**src/rtl/comms_pkg.sv**
```systemverilog
// Types and command constants shared by the radio comms transmit and receive sequencers.
package comms_pkg;
   typedef enum logic [2:0] {
      IDLE,
      STATUS_BEGIN,
      STATUS_WAIT,
      GAP,
      WRITE_BEGIN,
      WRITE_WAIT
   } tx_state_t;

   localparam logic [7:0]  TX_CMD      = 8'hB8;
   localparam logic [15:0] STATUS_CMD  = 16'h0000;
   localparam logic [15:0] RX_READ_CMD = 16'hB000;
endpackage

```
**src/rtl/byte_fifo.sv**
```systemverilog
// Small show-ahead FIFO with registered occupancy count; shared by the TX and RX paths.
// A push while full is dropped, and a pop while empty is ignored.
module byte_fifo #(
   parameter int WIDTH = 8,
   parameter int DEPTH = 4
) (
   input  logic                     clk,
   input  logic                     n_reset,
   input  logic                     push,
   input  logic                     pop,
   input  logic [WIDTH-1:0]         wdata,
   output logic [WIDTH-1:0]         rdata,
   output logic                     full,
   output logic                     empty,
   output logic [$clog2(DEPTH):0]   count
);
   localparam int AW = $clog2(DEPTH);
   localparam int CW = AW + 1;

   logic [WIDTH-1:0] mem_q [DEPTH];
   logic [WIDTH-1:0] mem_d [DEPTH];
   logic [AW-1:0]    wptr_q, wptr_d;
   logic [AW-1:0]    rptr_q, rptr_d;
   logic [CW-1:0]    count_q, count_d;
   logic             do_push, do_pop;

   assign full    = (count_q == CW'(DEPTH));
   assign empty   = (count_q == '0);
   assign count   = count_q;
   assign rdata   = mem_q[rptr_q];
   assign do_push = push && !full;
   assign do_pop  = pop && !empty;

   always_comb begin
      mem_d   = mem_q;
      wptr_d  = wptr_q;
      rptr_d  = rptr_q;
      count_d = count_q;
      if (do_push) begin
         mem_d[wptr_q] = wdata;
         wptr_d        = wptr_q + AW'(1);
      end
      if (do_pop) begin
         rptr_d = rptr_q + AW'(1);
      end
      if (do_push && !do_pop) begin
         count_d = count_q + CW'(1);
      end else if (!do_push && do_pop) begin
         count_d = count_q - CW'(1);
      end
   end

   always_ff @(posedge clk or negedge n_reset) begin
      if (!n_reset) begin
         wptr_q  <= '0;
         rptr_q  <= '0;
         count_q <= '0;
      end else begin
         wptr_q  <= wptr_d;
         rptr_q  <= rptr_d;
         count_q <= count_d;
      end
   end

   // Storage needs no reset; the count gates every read.
   always_ff @(posedge clk) begin
      mem_q <= mem_d;
   end
endmodule

```
**src/rtl/tx_sequencer.sv**
```systemverilog
// Transmit sequencer: queues outgoing bytes and, per byte, drives the shared SPI master
// through a status read followed by a TX-register write, framing each with tx_ss.
//
// state        | meaning
// IDLE         | waiting for a queued byte, enable and tx_irq
// STATUS_BEGIN | start pulse for the status-read word
// STATUS_WAIT  | status transfer in flight
// GAP          | one cycle of tx_ss high between the two commands
// WRITE_BEGIN  | start pulse for {TX_CMD, byte}; FIFO head pops here
// WRITE_WAIT   | write transfer in flight
module tx_sequencer #(
   parameter int              n          = 16,
   parameter int              DEPTH      = 4,
   parameter logic [n/2-1:0]  TX_CMD     = comms_pkg::TX_CMD,
   parameter logic [n-1:0]    STATUS_CMD = comms_pkg::STATUS_CMD
) (
   input  logic                     clk,
   input  logic                     n_reset,
   input  logic                     enable,
   input  logic                     tx_irq,
   input  logic                     spi_ready,
   input  logic [n/2-1:0]           data_in,
   input  logic                     data_valid,
   output logic                     data_ready,
   output logic [n-1:0]             spi_data,
   output logic                     spi_begin,
   output logic                     tx_ss,
   output logic                     busy,
   output logic [$clog2(DEPTH):0]   fifo_count
);
   import comms_pkg::tx_state_t;
   import comms_pkg::IDLE;
   import comms_pkg::STATUS_BEGIN;
   import comms_pkg::STATUS_WAIT;
   import comms_pkg::GAP;
   import comms_pkg::WRITE_BEGIN;
   import comms_pkg::WRITE_WAIT;

   tx_state_t      state_q, state_d;
   logic [n-1:0]   spi_data_q, spi_data_d;
   logic [n/2-1:0] fifo_head;
   logic           fifo_pop, fifo_full, fifo_empty;

   byte_fifo #(
      .WIDTH (n/2),
      .DEPTH (DEPTH)
   ) u_fifo (
      .clk     (clk),
      .n_reset (n_reset),
      .push    (data_valid),
      .pop     (fifo_pop),
      .wdata   (data_in),
      .rdata   (fifo_head),
      .full    (fifo_full),
      .empty   (fifo_empty),
      .count   (fifo_count)
   );

   assign data_ready = !fifo_full;
   assign fifo_pop   = (state_q == WRITE_BEGIN);

   // Strobes decode straight from the state register so they cannot glitch.
   assign spi_begin  = (state_q == STATUS_BEGIN) || (state_q == WRITE_BEGIN);
   assign tx_ss      = (state_q == IDLE) || (state_q == GAP);
   assign busy       = (state_q != IDLE);
   assign spi_data   = spi_data_q;

   always_comb begin
      state_d    = state_q;
      spi_data_d = spi_data_q;
      case (state_q)
         IDLE: begin
            if (!fifo_empty && enable && tx_irq) begin
               state_d    = STATUS_BEGIN;
               spi_data_d = STATUS_CMD;
            end
         end
         STATUS_BEGIN: state_d = STATUS_WAIT;
         STATUS_WAIT: begin
            if (spi_ready) state_d = GAP;
         end
         // Head is stable through GAP since nothing pops until WRITE_BEGIN.
         GAP: begin
            state_d    = WRITE_BEGIN;
            spi_data_d = {TX_CMD, fifo_head};
         end
         WRITE_BEGIN: state_d = WRITE_WAIT;
         WRITE_WAIT: begin
            if (spi_ready) state_d = IDLE;
         end
         default: state_d = IDLE;
      endcase
   end

   always_ff @(posedge clk or negedge n_reset) begin
      if (!n_reset) begin
         state_q    <= IDLE;
         spi_data_q <= '0;
      end else begin
         state_q    <= state_d;
         spi_data_q <= spi_data_d;
      end
   end
endmodule

```
**config.mk**
```make
export PLATFORM = sky130hd
export DESIGN_NAME = tx_sequencer
export DESIGN_NICKNAME = d
export VERILOG_FILES = /design/src/rtl/comms_pkg.sv /design/src/rtl/byte_fifo.sv /design/src/rtl/tx_sequencer.sv
export SDC_FILE = /design/constraint.sdc
export NUM_CORES = 1
export LEC_CHECK = 0
export ABC_AREA = 1
export BUFFER_PORTS_ARGS = -buffer_cell sky130_fd_sc_hd__buf_2
export CAP_MARGIN = 10
export CORE_MARGIN = 2
export CORE_UTILIZATION = 29
export CTS_CLUSTER_DIAMETER = 120
export DETAILED_ROUTE_END_ITERATION = 8
export PLACE_DENSITY = 0.42
export SYNTH_ARGS = -nofsm -noshare
export SYNTH_HDL_FRONTEND = slang
export SYNTH_HIERARCHICAL = 1
export SYNTH_SLANG_ARGS = --single-unit
```
**constraint.sdc**
```tcl
create_clock -name clk -period 3.33 [get_ports clk]
set_input_delay 0.666 -clock clk [delete_from_list [all_inputs] [get_ports clk]]
set_output_delay 0.666 -clock clk [all_outputs]
set_load 0.1 [all_outputs]
```
==> results of run 1 <==
[synthesized netlist by cell type, types with 2 or more instances]
library cell / number / area (µm²)
buf_4: 8 / 60.1
buf_6: 2 / 22.5
dfrtp_1: 19 / 475
edfxtp_1: 32 / 961
ha_1: 5 / 62.6
inv_1: 37 / 139
inv_2: 2 / 7.51
nand2_1: 76 / 285
nand2_2: 2 / 12.5
nand3_1: 13 / 65.1
nand4_1: 2 / 12.5
nor2_1: 5 / 18.8
o211ai_1: 16 / 120
[flip-flops by register name, summed over array words and instances, names as in the netlist]
signal,count
state_q,3
u_fifo/rptr_q,2
u_fifo/wptr_q,2
spi_data,9
u_fifo/mem_q,32
u_fifo/count,3
[routing by layer]
| layer | GRT usage, % | wire, µm |
|---|---|---|
| met5 | 0 | 0 |
| met4 | 4.47 | 59 |
| met3 | 3.05 | 215 |
| met2 | 18.6 | 2090 |
| met1 | 13.3 | 1950 |
[per-stage QoR]
stage               hold slack, ps  std cells  setup slack [ps]
finish                         314        365              1090
global route                   331        365               948
CTS                            317        365              1070
detailed placement             455        357              1320
global placement               453        357              1340
floorplan                      370        232               755
[area by class of cell]
class,count,area [µm²],share of cell area [%]
multi-input cells,130,666,25.1
inverters,40,150,5.67
repair buffers,34,175,6.61
well taps,102,128,4.82
clock inverters,1,8.76,0.331
flip-flops and latches,51,1440,54.2
clock buffers,7,86.3,3.26
[cell usage in the layout, fill, tap and decap left out, types with 4 or more instances in the layout]
cell / instances
dfrtp_1: 19
conb_1: 4
nand2_1: 76
edfxtp_1: 32
nor2_1: 5
o211ai_1: 16
ha_1: 5
clkbuf_8: 6
buf_2: 32
inv_1: 37
nand3_1: 13
[critical path: cells and delay by family, from the launching register on]
| kind | cells | cell delay [ps] |
|---|---|---|
| simple gates | 3 | 400 |
| buf+inv | 1 | 420 |
| flops | 1 | 480 |
[final timing paths]
check	start	endpoint	slack (ps)	depth (start not counted)
max	state_q[0]	spi_begin	1090	4
min	n_reset	spi_data[7]	310	1
max reg2reg	state_q[0]	u_fifo/count[1]	1370	9
min reg2reg	spi_data[1]	spi_data[1]	470	2
max in group asynchronous	n_reset	u_fifo/rptr_q[1]	2680	1
min in group clk	spi_data[1]	spi_data[1]	470	2
[kinds of logic (layout without fill, tap and decap cells)]
family | count (synthesis) | in the layout
AOI/OAI and AO/OA | 18 | 18
xor gates and xnor gates | 1 | 1
adders and majority gates | 6 | 6
buffers and inverters | 51 | 82
DFF | 51 | 51
other | 1 | 4
and+or+nand+nor | 101 | 101
==> run metrics, run 1 <==
Tot GR Track Use 11.0%; first-pass GRT wire length 7.29 mm; largest net degree at the start of global routing 35; io pins 37; Setup CP Type reg2out; CP arrival 1580 ps; DRC violations left 0; slowest cell delay on critical path 480 ps; initial detailed-routing violation count 43; hold_buf cts 0; total routed wirelength 4.32 mm; Cell Rows 32; share of layout cells above drive strength 1 18.3%; proportion of synthesized area in mux cells 0%; synthesized area 2340 µm²; Post-synth EDFFs 32; Chip Height 93.8 µm; max-slew violation count 0; initial antenna violation count 0; CTS tree done; worst path cell trace nor2_2, nand2_1, nand2_1, buf_2; final setup violating endpoints 0; WP data required 2660 ps; Post-CTS Resized 0; worst-case clock buffer depth 2; Synth Area in Simple Gates 18.4%; YS warnings 6; CTS buffer count 5; global route overflow 0; crit-path max FO 7; routed vias/inst 4.16; Area Overhead vs Synth 13.4%; Post-CTS Setup Bufs 0; wire length per cell 11.8 µm; remaining antenna violation count after routing 0; fin util 34.1%; number of hold violations in the final report 0; GPL Wtd Cong 0.684; Vias 1518; Slew headroom 43.4%; clk root buf clkbuf_8; Starting Density 30.1%; die area 8790 µm²; final net count 282; crit end category output pin; Cells after Synth 229; HP Class in2async; Max H-tree Level 2; Post-Synth Adder-Cell Area 3.53%; Crit path top cell by count nand2_1; setup TNS 0 ps; Clock Latency Late Sink 300 ps; TritonRoute pass-1 iters 4; Synth Area in Compound Gates 5.57%; Final Cell Area 2650 µm²; dpl cell area 2550 µm²; fin crit share 67.4%; FFs w/ async S/R, synth 37.3%; main combinational cell family by area after synthesis simple AND/OR/NAND/NOR gates; Cell variety after synth 23; Fill cells 802; Worst setup SP type flip-flop; Mean Syn Cell Area 10.2 µm²; port bufs 32; max-cap viol count 0; unrepaired setup endpoints after global routing no; fin crit period 2240 ps; Synth Flop Type edfxtp_1; maximum clock frequency 445 MHz; Die X 93.8 µm; status finished, final reports clean; Post-DP HPWL 3.00 mm; core area 7770 µm²; Final Skew 8.86 ps; CP max stage cell dfrtp_1; Slew @ Worst Pin 847 ps; Synth Register Bits 51; clock slew at reported path FFs 90 ps; clock sink total 51; diodes inserted 0; Seq/Total Area, Yosys 61.5%; xor and xnor area share after synthesis 0.375%; vias in the first global route 1471
Power of run 1 is not shown: default switching activity piles up to over one toggle a cycle in this logic, so the estimate is an artifact.
==> inputs of run 2 (changes only) <==
- ABC_AREA: 1 -> 0
- PLACE_DENSITY: 0.42 -> 0.43
- clock period: 3.33 -> 2.3 ns (I/O delays scaled with it)
==> run metrics, run 2 <==
CTS tree done (unchanged); Cell variety after synth 33 (was 23); Clock Latency Late Sink 300 ps (about the same); max-cap viol count 0 (unchanged); crit end category output pin (unchanged); Area Overhead vs Synth 15.7% (was 13.4%); clock sink total 51 (unchanged); flop2flop setup slack 260 ps (was 1370 ps); GPL Wtd Cong 0.711 (was 0.684); Yosys top cell by area edfxtp_1 (unchanged); Starting Density 30.3% (was 30.1%); Post-CTS Resized 0 (unchanged); TritonRoute pass-1 iters 4 (unchanged); worst r2r path cells 8 (was 9); initial detailed-routing violation count 93 (was 43); core area 7330 µm² (was 7770 µm²); max reg flops 32 (unchanged); number of hold violations in the final report 0 (unchanged); top cell type's share of synthesized area 43.2% (was 41.1%); vias in the first global route 1283 (was 1471); Worst setup SP type flip-flop (unchanged); Reg2Reg Launch Point u_fifo/count[2] (was state_q[0]); synthesized area 2220 µm² (was 2340 µm²); initial antenna violation count 0 (unchanged); Synth Register Bits 51 (unchanged); top-count cell post-synth edfxtp_1 (was nand2_1); Cell Rows 31 (was 32); Mean Syn Cell Area 16.0 µm² (was 10.2 µm²); max-slew violation count 0 (unchanged); die area 8390 µm² (was 8790 µm²); maximum clock frequency 452 MHz; remaining antenna violation count after routing 0 (unchanged); final net count 193 (was 282); clock slew at reported path FFs 100 ps (was 90 ps); unrepaired setup endpoints after global routing no (unchanged); placed insts 265 (was 357); Seq/Total Area, Yosys 64.6% (was 61.5%); fin crit share 96.1%; Chip Height 91.6 µm (was 93.8 µm); most frequent cells in the layout 32 x buf_2, 32 x edfxtp_1, 16 x dfrtp_1, 14 x nand2_1 (was 76 x nand2_1, 37 x inv_1, 32 x buf_2, 32 x edfxtp_1, 19 x dfrtp_1); largest net degree at the start of global routing 20 (was 35); r2r endpoint u_fifo/count[2] (was u_fifo/count[1]); share of layout cells above drive strength 1 36.8% (was 18.3%); port bufs 32 (unchanged); Post-synth EDFFs 32 (unchanged); Worst Setup EP tx_ss (was spi_begin); crit-path max FO 8 (was 7); Cells after Synth 139 (was 229); WP data required 1840 ps (was 2660 ps); Critical Path Source state_q[0] (unchanged); fin util 35.1% (was 34.1%); Final Skew 9.96 ps (was 8.86 ps); FFs w/ async S/R, synth 37.3% (unchanged); Setup CP Type reg2out (unchanged); routed vias/inst 4.37 (was 4.16); diodes inserted 0 (unchanged); CP arrival 1750 ps (was 1580 ps); wire length per cell 14.7 µm (was 11.8 µm); total routed wirelength 4.01 mm (was 4.32 mm); FF+latch area 1440 µm² (about the same); Fill cells 730 (was 802); YS warnings 6 (unchanged); Synth Flop Type edfxtp_1 (unchanged); DRC violations left 0 (unchanged); hold_buf cts 0 (unchanged); Tot GR Track Use 10.2% (was 11.0%); fin crit period 2210 ps; Slew headroom 55.1% (was 43.4%); status finished, final reports clean (unchanged); final setup violating endpoints 0 (unchanged); multi-input logic area 682 µm² (was 666 µm²); Max H-tree Level 2 (unchanged); Die X 91.6 µm (was 93.8 µm); Slew @ Worst Pin 671 ps (was 847 ps); clk root buf clkbuf_8 (unchanged); CTS buffer count 5 (unchanged); setup TNS 0 ps (unchanged); global route overflow 0 (unchanged); Vias 1192 (was 1518); io pins 37 (unchanged); hold slack 94.0 ps (was 314 ps); ranking of synthesized cells by area edfxtp_1 43%, dfrtp_1 21%, mux4_2 8.1% (was edfxtp_1 41%, dfrtp_1 20%, nand2_1 12%); Finished Layout Cells 273 (was 365); synth cell count leaders 32 x edfxtp_1, 19 x dfrtp_1, 14 x nand2_1, 8 x mux4_2, 8 x o2bb2ai_1 (was 76 x nand2_1, 37 x inv_1, 32 x edfxtp_1, 19 x dfrtp_1, 16 x o211ai_1); HP Class in2async (unchanged); Post-CTS Setup Bufs 0 (unchanged); first-pass GRT wire length 6.49 mm (was 7.29 mm); Reg with most FFs u_fifo/mem_q (unchanged); Post-DP HPWL 2.74 mm (was 3.00 mm); worst-case clock buffer depth 2 (unchanged)
-- run 2: cell count changes after synthesis, moves of 8 or more --
cell	before	now
inv_1	37	4
mux4_2	0	8
nand2_1	76	14
nand3_1	13	1
o211ai_1	16	0
o2bb2ai_1	0	8
-- run 2: kinds of logic after synthesis --
logic type                 after synthesis  share of synthesized area [%]
AOI/OAI and AO/OA                       10                           3.60
and+or+nand+nor                         35                           10.1
other                                    1                          0.169
buffers and inverters                   18                           5.40
adders and majority gates                6                           3.71
xor gates and xnor gates                 8                           3.15
DFF                                     51                           64.6
muxes                                   10                           9.28
-- run 2: layout make-up --
class	count	area share [%]
tap	99	4.81
multi-input combinational	73	26.5
timing repair buffer	38	7.97
sequential	51	56.0
clock inverter	3	1.51
clock buffer	5	2.67
inverter	4	0.583
-- run 2: worst min-delay path by stage --
| stage | from | to | depth (start not counted) | slack, ps |
|---|---|---|---|---|
| final | n_reset | u_fifo/wptr_q[0] | 1 | 90 |
| after detailed placement | n_reset | state_q[1] | 1 | 440 |
| after CTS | n_reset | u_fifo/wptr_q[0] | 1 | 100 |
| after global placement | n_reset | state_q[1] | 1 | 440 |
| after floorplan | n_reset | spi_data[0] | 0 | 160 |
| after global routing | n_reset | u_fifo/wptr_q[0] | 1 | 110 |
-- run 2: metal layers --
metal / wire length, µm / GRT usage, % / up-vias
li1: - / - / 553
met5: 0 / 0 / -
met4: 47 / 3.41 / 0
met2: 2060 / 18.3 / 30
met1: 1700 / 11.9 / 604
met3: 206 / 2.66 / 5
-- run 2: stage by stage --
stage | setup slack (ps) | cell area, µm²
after floorplan | 86.6 | 2240
after global placement | 334 | 2470
after detailed placement | 275 | 2470
after CTS | 68.3 | 2570
after global routing | 15.9 | 2570
final | 89.5 | 2570
-- run 2: critical path, cell delays in order (launching register included) --
cell	delay, ps
dfrtp_1	390
buf_4	160
or3_4	410
nand2_1	70
buf_2	420
Power of run 2 is left out for the same reason.
==> inputs of run 3 (changes only) <==
- CTS_BUF_LIST: unset -> sky130_fd_sc_hd__clkbuf_4 sky130_fd_sc_hd__clkbuf_8 sky130_fd_sc_hd__clkbuf_16
- clock period: 2.3 -> 2.77 ns (I/O delays scaled with it)
==> run metrics, run 3 (synthesis gave the netlist of run 2 again) <==
status finished, final reports clean (unchanged); flop2flop setup slack 650 ps (was 260 ps); largest net degree at the start of global routing 20 (unchanged); Post-CTS Setup Bufs 0 (unchanged); worst-case clock buffer depth 2 (unchanged); Clock Latency Late Sink 290 ps (was 300 ps); multi-input logic area 679 µm² (was 682 µm²); clock slew at reported path FFs 80 ps (was 100 ps); Post-CTS Resized 0 (unchanged); Slew headroom 57.4% (was 55.1%); Reg2Reg Launch Point u_fifo/count[0] (was u_fifo/count[2]); setup TNS 0 ps (unchanged); TritonRoute pass-1 iters 4 (unchanged); first-pass GRT wire length 6.55 mm (was 6.49 mm); Critical Path Source state_q[0] (unchanged); fin crit period 2340 ps; final net count 188 (was 193); vias in the first global route 1253 (was 1283); most frequent cells in the layout 32 x buf_2, 32 x edfxtp_1, 19 x dfrtp_1, 14 x nand2_1 (was 32 x buf_2, 32 x edfxtp_1, 16 x dfrtp_1, 14 x nand2_1); Die X 91.6 µm (unchanged); routed vias/inst 4.31 (was 4.37); Max H-tree Level 2 (unchanged); clk root buf clkbuf_8 (unchanged); port bufs 32 (unchanged); HP Class in2async (unchanged); max-slew violation count 0 (unchanged); share of layout cells above drive strength 1 33.1% (was 36.8%); WP buf/inv 1 (was 2); Vias 1155 (was 1192); Chip Height 91.6 µm (unchanged); Cell Rows 31 (unchanged); Slew @ Worst Pin 640 ps (was 671 ps); hold_buf cts 0 (unchanged); CP max stage cell dfrtp_1 (was buf_2); initial detailed-routing violation count 26 (was 93); max reg flops 32 (unchanged); CP top delay family simple AND/OR/NAND/NOR gates (was buffers and inverters); crit end category output pin (unchanged); GPL Wtd Cong 0.702 (was 0.711); Reg with most FFs u_fifo/mem_q (unchanged); io pins 37 (unchanged); slowest cell delay on critical path 510 ps (was 420 ps); initial antenna violation count 0 (unchanged); DRC violations left 0 (unchanged); global route overflow 0 (unchanged); WP data required 2220 ps (was 1840 ps); number of hold violations in the final report 0 (unchanged); Tot GR Track Use 10.3% (was 10.2%); final setup violating endpoints 0 (unchanged); CTS tree done (unchanged); maximum clock frequency 427 MHz; Worst setup SP type flip-flop (unchanged); unrepaired setup endpoints after global routing no (unchanged); total routed wirelength 3.94 mm (was 4.01 mm); Final Skew 7.20 ps (was 9.96 ps); worst path cell trace nand3b_1, nand2_1, buf_2 (was buf_4, or3_4, nand2_1, buf_2); CTS buffer count 5 (unchanged); fin crit share 84.5%; Starting Density 30.3% (unchanged); FF+latch area 1440 µm² (about the same); max-cap viol count 0 (unchanged); crit-path max FO 11 (was 8); clock sink total 51 (unchanged); Fill cells 738 (was 730); wire length per cell 14.7 µm (about the same); diodes inserted 0 (unchanged); remaining antenna violation count after routing 0 (unchanged); Post-DP HPWL 2.81 mm (was 2.74 mm); Area Overhead vs Synth 12.9% (was 15.7%); Setup CP Type reg2out (unchanged); CP arrival 1790 ps (was 1750 ps); core area 7330 µm² (unchanged); die area 8390 µm² (unchanged)
## run 3: path summary, 6_finish.rpt
kind / depth (start not counted) / to
worst max-delay path: 3 / tx_ss
worst min-delay path: 1 / u_fifo/count[1]
worst max register to register: 8 / u_fifo/count[2]
worst min register to register: 2 / spi_data[4]
max in group asynchronous: 1 / spi_data[3]
min in group clk: 1 / u_fifo/mem_q[22]
## run 3: metal layers
metal	part of all wire [%]	track usage, %	vias to the layer above
met1	48	13.3	578
met2	46	16.5	31
met5	0	0	-
met3	5.1	3.15	2
li1	-	-	544
met4	0.66	3.03	0
## run 3: per-stage QoR
| stage | cells | worst slack, ps | area [µm²] | util (%) | hold WS (ps) |
|---|---|---|---|---|---|
| 2_1_floorplan | 142 | 252 | 2240 | - | 258 |
| 3_3_place_gp | 260 | 743 | 2420 | 33.0 | 504 |
| 3_5_place_dp | 260 | 618 | 2420 | 33.0 | 507 |
| 4_1_cts | 268 | 379 | 2510 | 34.3 | 200 |
| 5_1_grt | 268 | 290 | 2510 | 34.3 | 209 |
| 6_report | 268 | 428 | 2510 | 34.3 | 195 |
## run 3: worst reg2reg max path: cells and delay by family, from the launching register on
kind | cells | cell delay, ps
flip-flops | 1 | 480
AND/OR/NAND/NOR | 3 | 630
XOR/XNOR | 2 | 320
buffers and inverters | 1 | 60
adder cells (fa/ha/maj) | 2 | 560
## run 3: cell type report
type | count | area share [%]
Tap cell | 99 | 4.93
Inverter | 4 | 0.598
Clock buffer | 7 | 3.34
Sequential cell | 51 | 57.2
Timing Repair Buffer | 33 | 6.68
Clock inverter | 1 | 0.199
Multi-Input combinational cell | 73 | 27.1
Power of run 3 is left out for the same reason.
